**src/rtl/pc_next_unit_if.sv**
```systemverilog
// Fetch-side bus between the datapath and the next-PC unit.
// The datapath (master) requests redirects; the unit (slave) returns the PC and trap info.
interface pc_next_unit_if #(
   parameter int XLEN = 32
);
   logic            Stall;
   logic [1:0]      PCSrc;
   logic [XLEN-1:0] PCTarget;
   logic [XLEN-1:0] JalrTarget;
   logic [XLEN-1:0] PC;
   logic [XLEN-1:0] PCPlus4;
   logic            PCValid;
   logic            MisalignTrap;
   logic [XLEN-1:0] EPC;
   logic [XLEN-1:0] BadAddr;

   modport master (
      output Stall, PCSrc, PCTarget, JalrTarget,
      input  PC, PCPlus4, PCValid, MisalignTrap, EPC, BadAddr
   );

   modport slave (
      input  Stall, PCSrc, PCTarget, JalrTarget,
      output PC, PCPlus4, PCValid, MisalignTrap, EPC, BadAddr
   );
endinterface

```
**src/rtl/pc_next_unit.sv**
```systemverilog
// Next-PC selection with misaligned-target trapping and a BOOT/RUN/TRAP sequencer.
// PC only advances in RUN; BOOT and TRAP each last one cycle and ignore their inputs.
module pc_next_unit #(
   parameter int              XLEN         = 32,
   parameter logic [XLEN-1:0] RESET_VECTOR = '0,
   parameter logic [XLEN-1:0] TRAP_VECTOR  = XLEN'(32'h0000_0100)
) (
   input  logic          clk,
   input  logic          reset,
   pc_next_unit_if.slave bus
);

   typedef enum logic [1:0] {
      BOOT,
      RUN,
      TRAP
   } state_t;

   localparam logic [XLEN-1:0] BIT0_MASK = ~{{(XLEN-1){1'b0}}, 1'b1};

   state_t          state_q, state_d;
   logic [XLEN-1:0] pc_q, pc_d;
   logic [XLEN-1:0] epc_q, epc_d;
   logic [XLEN-1:0] badAddr_q, badAddr_d;
   logic            trap_q, trap_d;

   logic [XLEN-1:0] pcPlus4;
   logic [XLEN-1:0] candidate;
   logic            misaligned;

   assign pcPlus4 = pc_q + XLEN'(4);

   // JALR clears bit 0 before the alignment check; EPC is always word-aligned so it never traps.
   always_comb begin
      candidate = pcPlus4;
      case (bus.PCSrc)
         2'd0:    candidate = pcPlus4;
         2'd1:    candidate = bus.PCTarget;
         2'd2:    candidate = bus.JalrTarget & BIT0_MASK;
         default: candidate = epc_q;
      endcase
   end

   assign misaligned = (bus.PCSrc != 2'd3) && (candidate[1:0] != 2'b00);

   always_ff @(posedge clk or posedge reset) begin
      if (reset) begin
         state_q   <= BOOT;
         pc_q      <= RESET_VECTOR;
         epc_q     <= '0;
         badAddr_q <= '0;
         trap_q    <= 1'b0;
      end else begin
         state_q   <= state_d;
         pc_q      <= pc_d;
         epc_q     <= epc_d;
         badAddr_q <= badAddr_d;
         trap_q    <= trap_d;
      end
   end

   // Stall outranks the alignment check, which outranks the redirect itself.
   always_comb begin
      state_d   = state_q;
      pc_d      = pc_q;
      epc_d     = epc_q;
      badAddr_d = badAddr_q;
      trap_d    = 1'b0;
      case (state_q)
         BOOT: begin
            pc_d    = RESET_VECTOR;
            state_d = RUN;
         end
         RUN: begin
            if (!bus.Stall) begin
               if (misaligned) begin
                  pc_d      = TRAP_VECTOR;
                  epc_d     = pc_q;
                  badAddr_d = candidate;
                  trap_d    = 1'b1;
                  state_d   = TRAP;
               end else begin
                  pc_d = candidate;
               end
            end
         end
         TRAP: begin
            pc_d    = TRAP_VECTOR;
            state_d = RUN;
         end
         default: begin
            pc_d    = RESET_VECTOR;
            state_d = BOOT;
         end
      endcase
   end

   assign bus.PC           = pc_q;
   assign bus.PCPlus4      = pcPlus4;
   assign bus.PCValid      = (state_q == RUN);
   assign bus.MisalignTrap = trap_q;
   assign bus.EPC          = epc_q;
   assign bus.BadAddr      = badAddr_q;

endmodule
```
**src/flat_wrapper.sv**
```systemverilog
// flat-port wrapper written by rule: the top's interface ports become plain ports
module pc_next_unit_flat 
#(
   parameter int              XLEN         = 32,
   parameter logic [XLEN-1:0] RESET_VECTOR = '0,
   parameter logic [XLEN-1:0] TRAP_VECTOR  = XLEN'(32'h0000_0100)
)
  (clk, reset, bus_Stall, bus_PCSrc, bus_PCTarget, bus_JalrTarget, bus_PC, bus_PCPlus4, bus_PCValid, bus_MisalignTrap, bus_EPC, bus_BadAddr);
  pc_next_unit_if #(.XLEN(XLEN)) bus_i ();
  input  logic clk;
  input  logic reset;
  input wire logic [$bits(bus_i.Stall)-1:0] bus_Stall;
  input wire logic [$bits(bus_i.PCSrc)-1:0] bus_PCSrc;
  input wire logic [$bits(bus_i.PCTarget)-1:0] bus_PCTarget;
  input wire logic [$bits(bus_i.JalrTarget)-1:0] bus_JalrTarget;
  output wire logic [$bits(bus_i.PC)-1:0] bus_PC;
  output wire logic [$bits(bus_i.PCPlus4)-1:0] bus_PCPlus4;
  output wire logic [$bits(bus_i.PCValid)-1:0] bus_PCValid;
  output wire logic [$bits(bus_i.MisalignTrap)-1:0] bus_MisalignTrap;
  output wire logic [$bits(bus_i.EPC)-1:0] bus_EPC;
  output wire logic [$bits(bus_i.BadAddr)-1:0] bus_BadAddr;
  assign bus_i.Stall = bus_Stall;
  assign bus_i.PCSrc = bus_PCSrc;
  assign bus_i.PCTarget = bus_PCTarget;
  assign bus_i.JalrTarget = bus_JalrTarget;
  assign bus_PC = bus_i.PC;
  assign bus_PCPlus4 = bus_i.PCPlus4;
  assign bus_PCValid = bus_i.PCValid;
  assign bus_MisalignTrap = bus_i.MisalignTrap;
  assign bus_EPC = bus_i.EPC;
  assign bus_BadAddr = bus_i.BadAddr;
  pc_next_unit #(.XLEN(XLEN), .RESET_VECTOR(RESET_VECTOR), .TRAP_VECTOR(TRAP_VECTOR)) u_core (.clk(clk), .reset(reset), .bus(bus_i));
endmodule
```
**config.mk**
```make
export PLATFORM = sky130hd
export DESIGN_NAME = pc_next_unit_flat
export DESIGN_NICKNAME = d
export VERILOG_FILES = /design/src/rtl/pc_next_unit_if.sv /design/src/rtl/pc_next_unit.sv /design/src/flat_wrapper.sv
export SDC_FILE = /design/constraint.sdc
export NUM_CORES = 1
export LEC_CHECK = 0
export CAP_MARGIN = 20
export CELL_PAD_IN_SITES_DETAIL_PLACEMENT = 1
export CELL_PAD_IN_SITES_GLOBAL_PLACEMENT = 2
export CORE_MARGIN = 2
export CORE_UTILIZATION = 27
export CTS_BUF_LIST = sky130_fd_sc_hd__clkbuf_8
export CTS_CLUSTER_DIAMETER = 40
export DETAILED_ROUTE_END_ITERATION = 8
export PLACE_DENSITY = 0.87
export SLEW_MARGIN = 10
export SYNTH_ARGS = -nofsm -noshare
export SYNTH_HDL_FRONTEND = slang
export SYNTH_SLANG_ARGS = --single-unit
```
**constraint.sdc**
```tcl
create_clock -name clk -period 3.85 [get_ports clk]
set_clock_uncertainty 0.05 [all_clocks]
set_input_delay 0.77 -clock clk [delete_from_list [all_inputs] [get_ports clk]]
set_output_delay 0.77 -clock clk [all_outputs]
set_load 0.01 [all_outputs]
```
==> flow_metrics.env <==
export IMPL_cts_tree="built"
export IMPL_grt_usage_pct=19.6
export IMPL_insertion_delay_ns=0.38
export IMPL_synth_seq_cells=99
export IMPL_rsz0062_at_grt="no"
export IMPL_final_setup_tns_ns=0
export IMPL_cp_arrival_ns=2.94
export IMPL_grt_pass1_wl_um=32800
export IMPL_grt_pass1_vias=5470
export IMPL_period_share_pct=97.7
export IMPL_drc_errors=0
export IMPL_cts_root_buf="clkbuf_8"
export IMPL_hpwl_um=15000
export IMPL_synthArstFlopShare_pct=100
export IMPL_cp_end_kind="output port"
export IMPL_outcome="completed"
export IMPL_vias=5161
export IMPL_die_w_um=147
export IMPL_htreeDepth=3
export IMPL_cts_sinks=99
export IMPL_syn_nets=632
export IMPL_finalHoldViolations=0
export IMPL_antenna_found_initial=0
export IMPL_synth_area_top_cells="dfrtp_1, mux2_2, o21ai_0"
export IMPL_wl_per_cell_um=20.7
export IMPL_whs_path_depth=2
export IMPL_grt_overflow_total=0
export IMPL_final_max_slew_viol_count=0
export IMPL_synth_area_per_cell_um2=9.89
export IMPL_ys_flop_type="dfrtp_1"
export IMPL_crit_fanout=11
export IMPL_cp_required_ns=3.03
export IMPL_leakagePower_nw=3.37
export IMPL_cts_inserted_buffers=9
export IMPL_synthDistinctLibCells=61
export IMPL_power_density_nw_per_um2=480
export IMPL_core_area_um2=20200
export IMPL_synth_edff_count=0
export IMPL_multi_input_area_um2=2840
export IMPL_whs_ns=0.440
export IMPL_yosysTopAreaCellShare_pct=44.9
export IMPL_synthCells=558
export IMPL_cts_buffer_depth=2
export IMPL_ys_seq_area_share_pct=44.9
export IMPL_nNetsFinal=816
export IMPL_grt_max_degree=63
export IMPL_fmax_ghz=0.266
export IMPL_firstDrtPassIters=4
export IMPL_diodes=0
export IMPL_drive_gt1_share_pct=13.8
export IMPL_yosys_warnings=0
export IMPL_die_y_um=147
export IMPL_regArea_um2=2480
export IMPL_drtIter0Drc=248
export IMPL_ant_nets=0
export IMPL_nFillCells=2290
export IMPL_viasPerCell=5.08
export IMPL_synth_top_cell_by_area="dfrtp_1"
export IMPL_ir_worst_vdd_mv=0.187
export IMPL_worstMarginPinSlew_ns=0.701
export IMPL_routed_wl_um=21000
export IMPL_hp_class="flop to flop"
export IMPL_setup_viol=0
export IMPL_worstSetupStartpointType="flop"
export IMPL_clk_pin_slew_worst_paths_ns=0.10
export IMPL_max_slew_margin_pct=52.9
export IMPL_max_cap_violations=0
export IMPL_fp_dieArea_um2=21600
export IMPL_place_gp_congestion=0.756
export IMPL_critPathKind="flop to output port"
export IMPL_r2r_cells=8
export IMPL_postCtsSetupBuffers=0
export IMPL_areaGrowthSynthToFinish_pct=46.0
export IMPL_netlist_area_um2=5520
export IMPL_start_util_pct=27.4
export IMPL_ios=199
export IMPL_io_buffers=197
export IMPL_final_min_clock_period_ns=3.76
export IMPL_placementRows=52
## cells by family (layout without fill, tap and decap cells)
| logic type | count (synthesis) | in the layout | synth area share, % |
|---|---|---|---|
| simple gates | 175 | 175 | 16.3 |
| compound gates | 134 | 134 | 15.6 |
| flops | 99 | 99 | 44.9 |
| mux | 65 | 65 | 14.0 |
| buf+inv | 54 | 241 | 3.97 |
| xor+xnor | 26 | 26 | 4.13 |
| fa+ha+maj | 5 | 5 | 1.13 |
## final timing paths
path / startpoint / endpoint / slack [ns]
max in group asynchronous: reset / u_core.bus.PC[15]$_DFFE_PP0P_ / 2.24
min reg2reg: u_core.bus.BadAddr[16]$_DFFE_PP0P_ / u_core.bus.BadAddr[16]$_DFFE_PP0P_ / 0.44
max: u_core.bus.PC[8]$_DFFE_PP0P_ / bus_PCPlus4[31] / 0.09
min in group asynchronous: reset / u_core.bus.PC[26]$_DFFE_PP0P_ / 0.78
max reg2reg: u_core.state_q[1]$_DFFE_PP0P_ / u_core.bus.PC[20]$_DFFE_PP0P_ / 1.37
min: u_core.bus.BadAddr[16]$_DFFE_PP0P_ / u_core.bus.BadAddr[16]$_DFFE_PP0P_ / 0.44
## layout by cell type (no fill, tap or decap), types with 7 or more instances in the layout
master           Yosys  final
dfrtp_1             99     99
nand2_1             73     73
nand4_1             11     11
a22o_1              14     14
clkdlybuf4s50_1      0    194
xnor2_1             15     15
nand3_1             15     15
nor2_1              19     19
mux2i_1             14     14
mux2_2              46     46
clkbuf_8             0      9
o21ai_0             55     55
inv_1               10     11
nor3_1               9      8
nor4_1               8      7
a21oi_1             18     18
xor2_1              11     11
buf_4                2     16
## cells in the mapped netlist (4+ instances only)
library cell,count
mux2i_1,14
xor2_1,11
xnor2_1,15
a21oi_1,18
a22o_1,14
a31oi_1,6
and3_1,5
buf_2,7
nor3_1,9
and4_1,5
mux2_2,46
mux4_2,5
nor2_1,19
dfrtp_1,99
ha_1,5
or3_1,4
o31ai_1,6
nand2_1,73
nand3_1,15
buf_1,7
nor4_1,8
a22oi_1,4
nand4_1,11
inv_1,10
o21ai_0,55
o221ai_1,5
clkbuf_1,28
nor2b_1,6
## power by group
part	switching, W	internal, W	leakage, nW	total (W)
sequential	0.000227	0.00130	1.33	0.00153
combinational	0.000731	0.000867	1.93	0.00160
clock	0.000382	0.000354	0.108	0.000737
total	0.00134	0.00252	3.37	0.00386
## routing by layer
layer	track usage (%)	vias up	share of wire, %
met5	0	-	0
met4	4.66	0	1.2
met3	4.63	18	6.6
met2	31.6	159	45
met1	26.8	2591	47
li1	-	2393	-
## flip-flops by register name, indices dropped and copies added, names as in the netlist
register,flops
u_core.bus.BadAddr,32
u_core.bus.EPC,32
u_core.bus.MisalignTrap,1
u_core.bus.PC,32
u_core.state_q,2
## per-stage QoR
step	power, W	area (um2)	setup slack (ns)	utilization [%]	instances
2_1_floorplan	0.00220	5520	0.440	-	558
6_report	0.00386	8060	0.0894	39.9	1015
3_3_place_gp	0.00311	7850	0.372	38.9	1001
4_1_cts	0.00390	8060	0.0854	39.9	1015
5_1_grt	0.00408	8060	0.00155	39.9	1015
3_5_place_dp	0.00316	7850	0.378	38.9	1001
## critical path, stage by stage (launching register included)
cell,delay (ns)
dfrtp_1,0.53
nand4_1,0.21
buf_4,0.25
nor4_1,0.63
nand2_1,0.21
xnor2_1,0.17
clkdlybuf4s50_1,0.55
## what timing repair did
| action | in CTS | in global routing |
|---|---|---|
| hold buffers | 0 | 0 |
| setup endpoints to repair | 2 | 1 |
| resized for setup | 2 | 1 |
## layout make-up
class,instances,area share (%)
sequential,99,30.8
clock buffer,9,1.54
clock inverter,5,0.901
multi-input combinational,405,35.3
inverter,10,0.497
timing repair buffer,217,26.8
tap,270,4.19
Power figures use the tool's default switching activity.
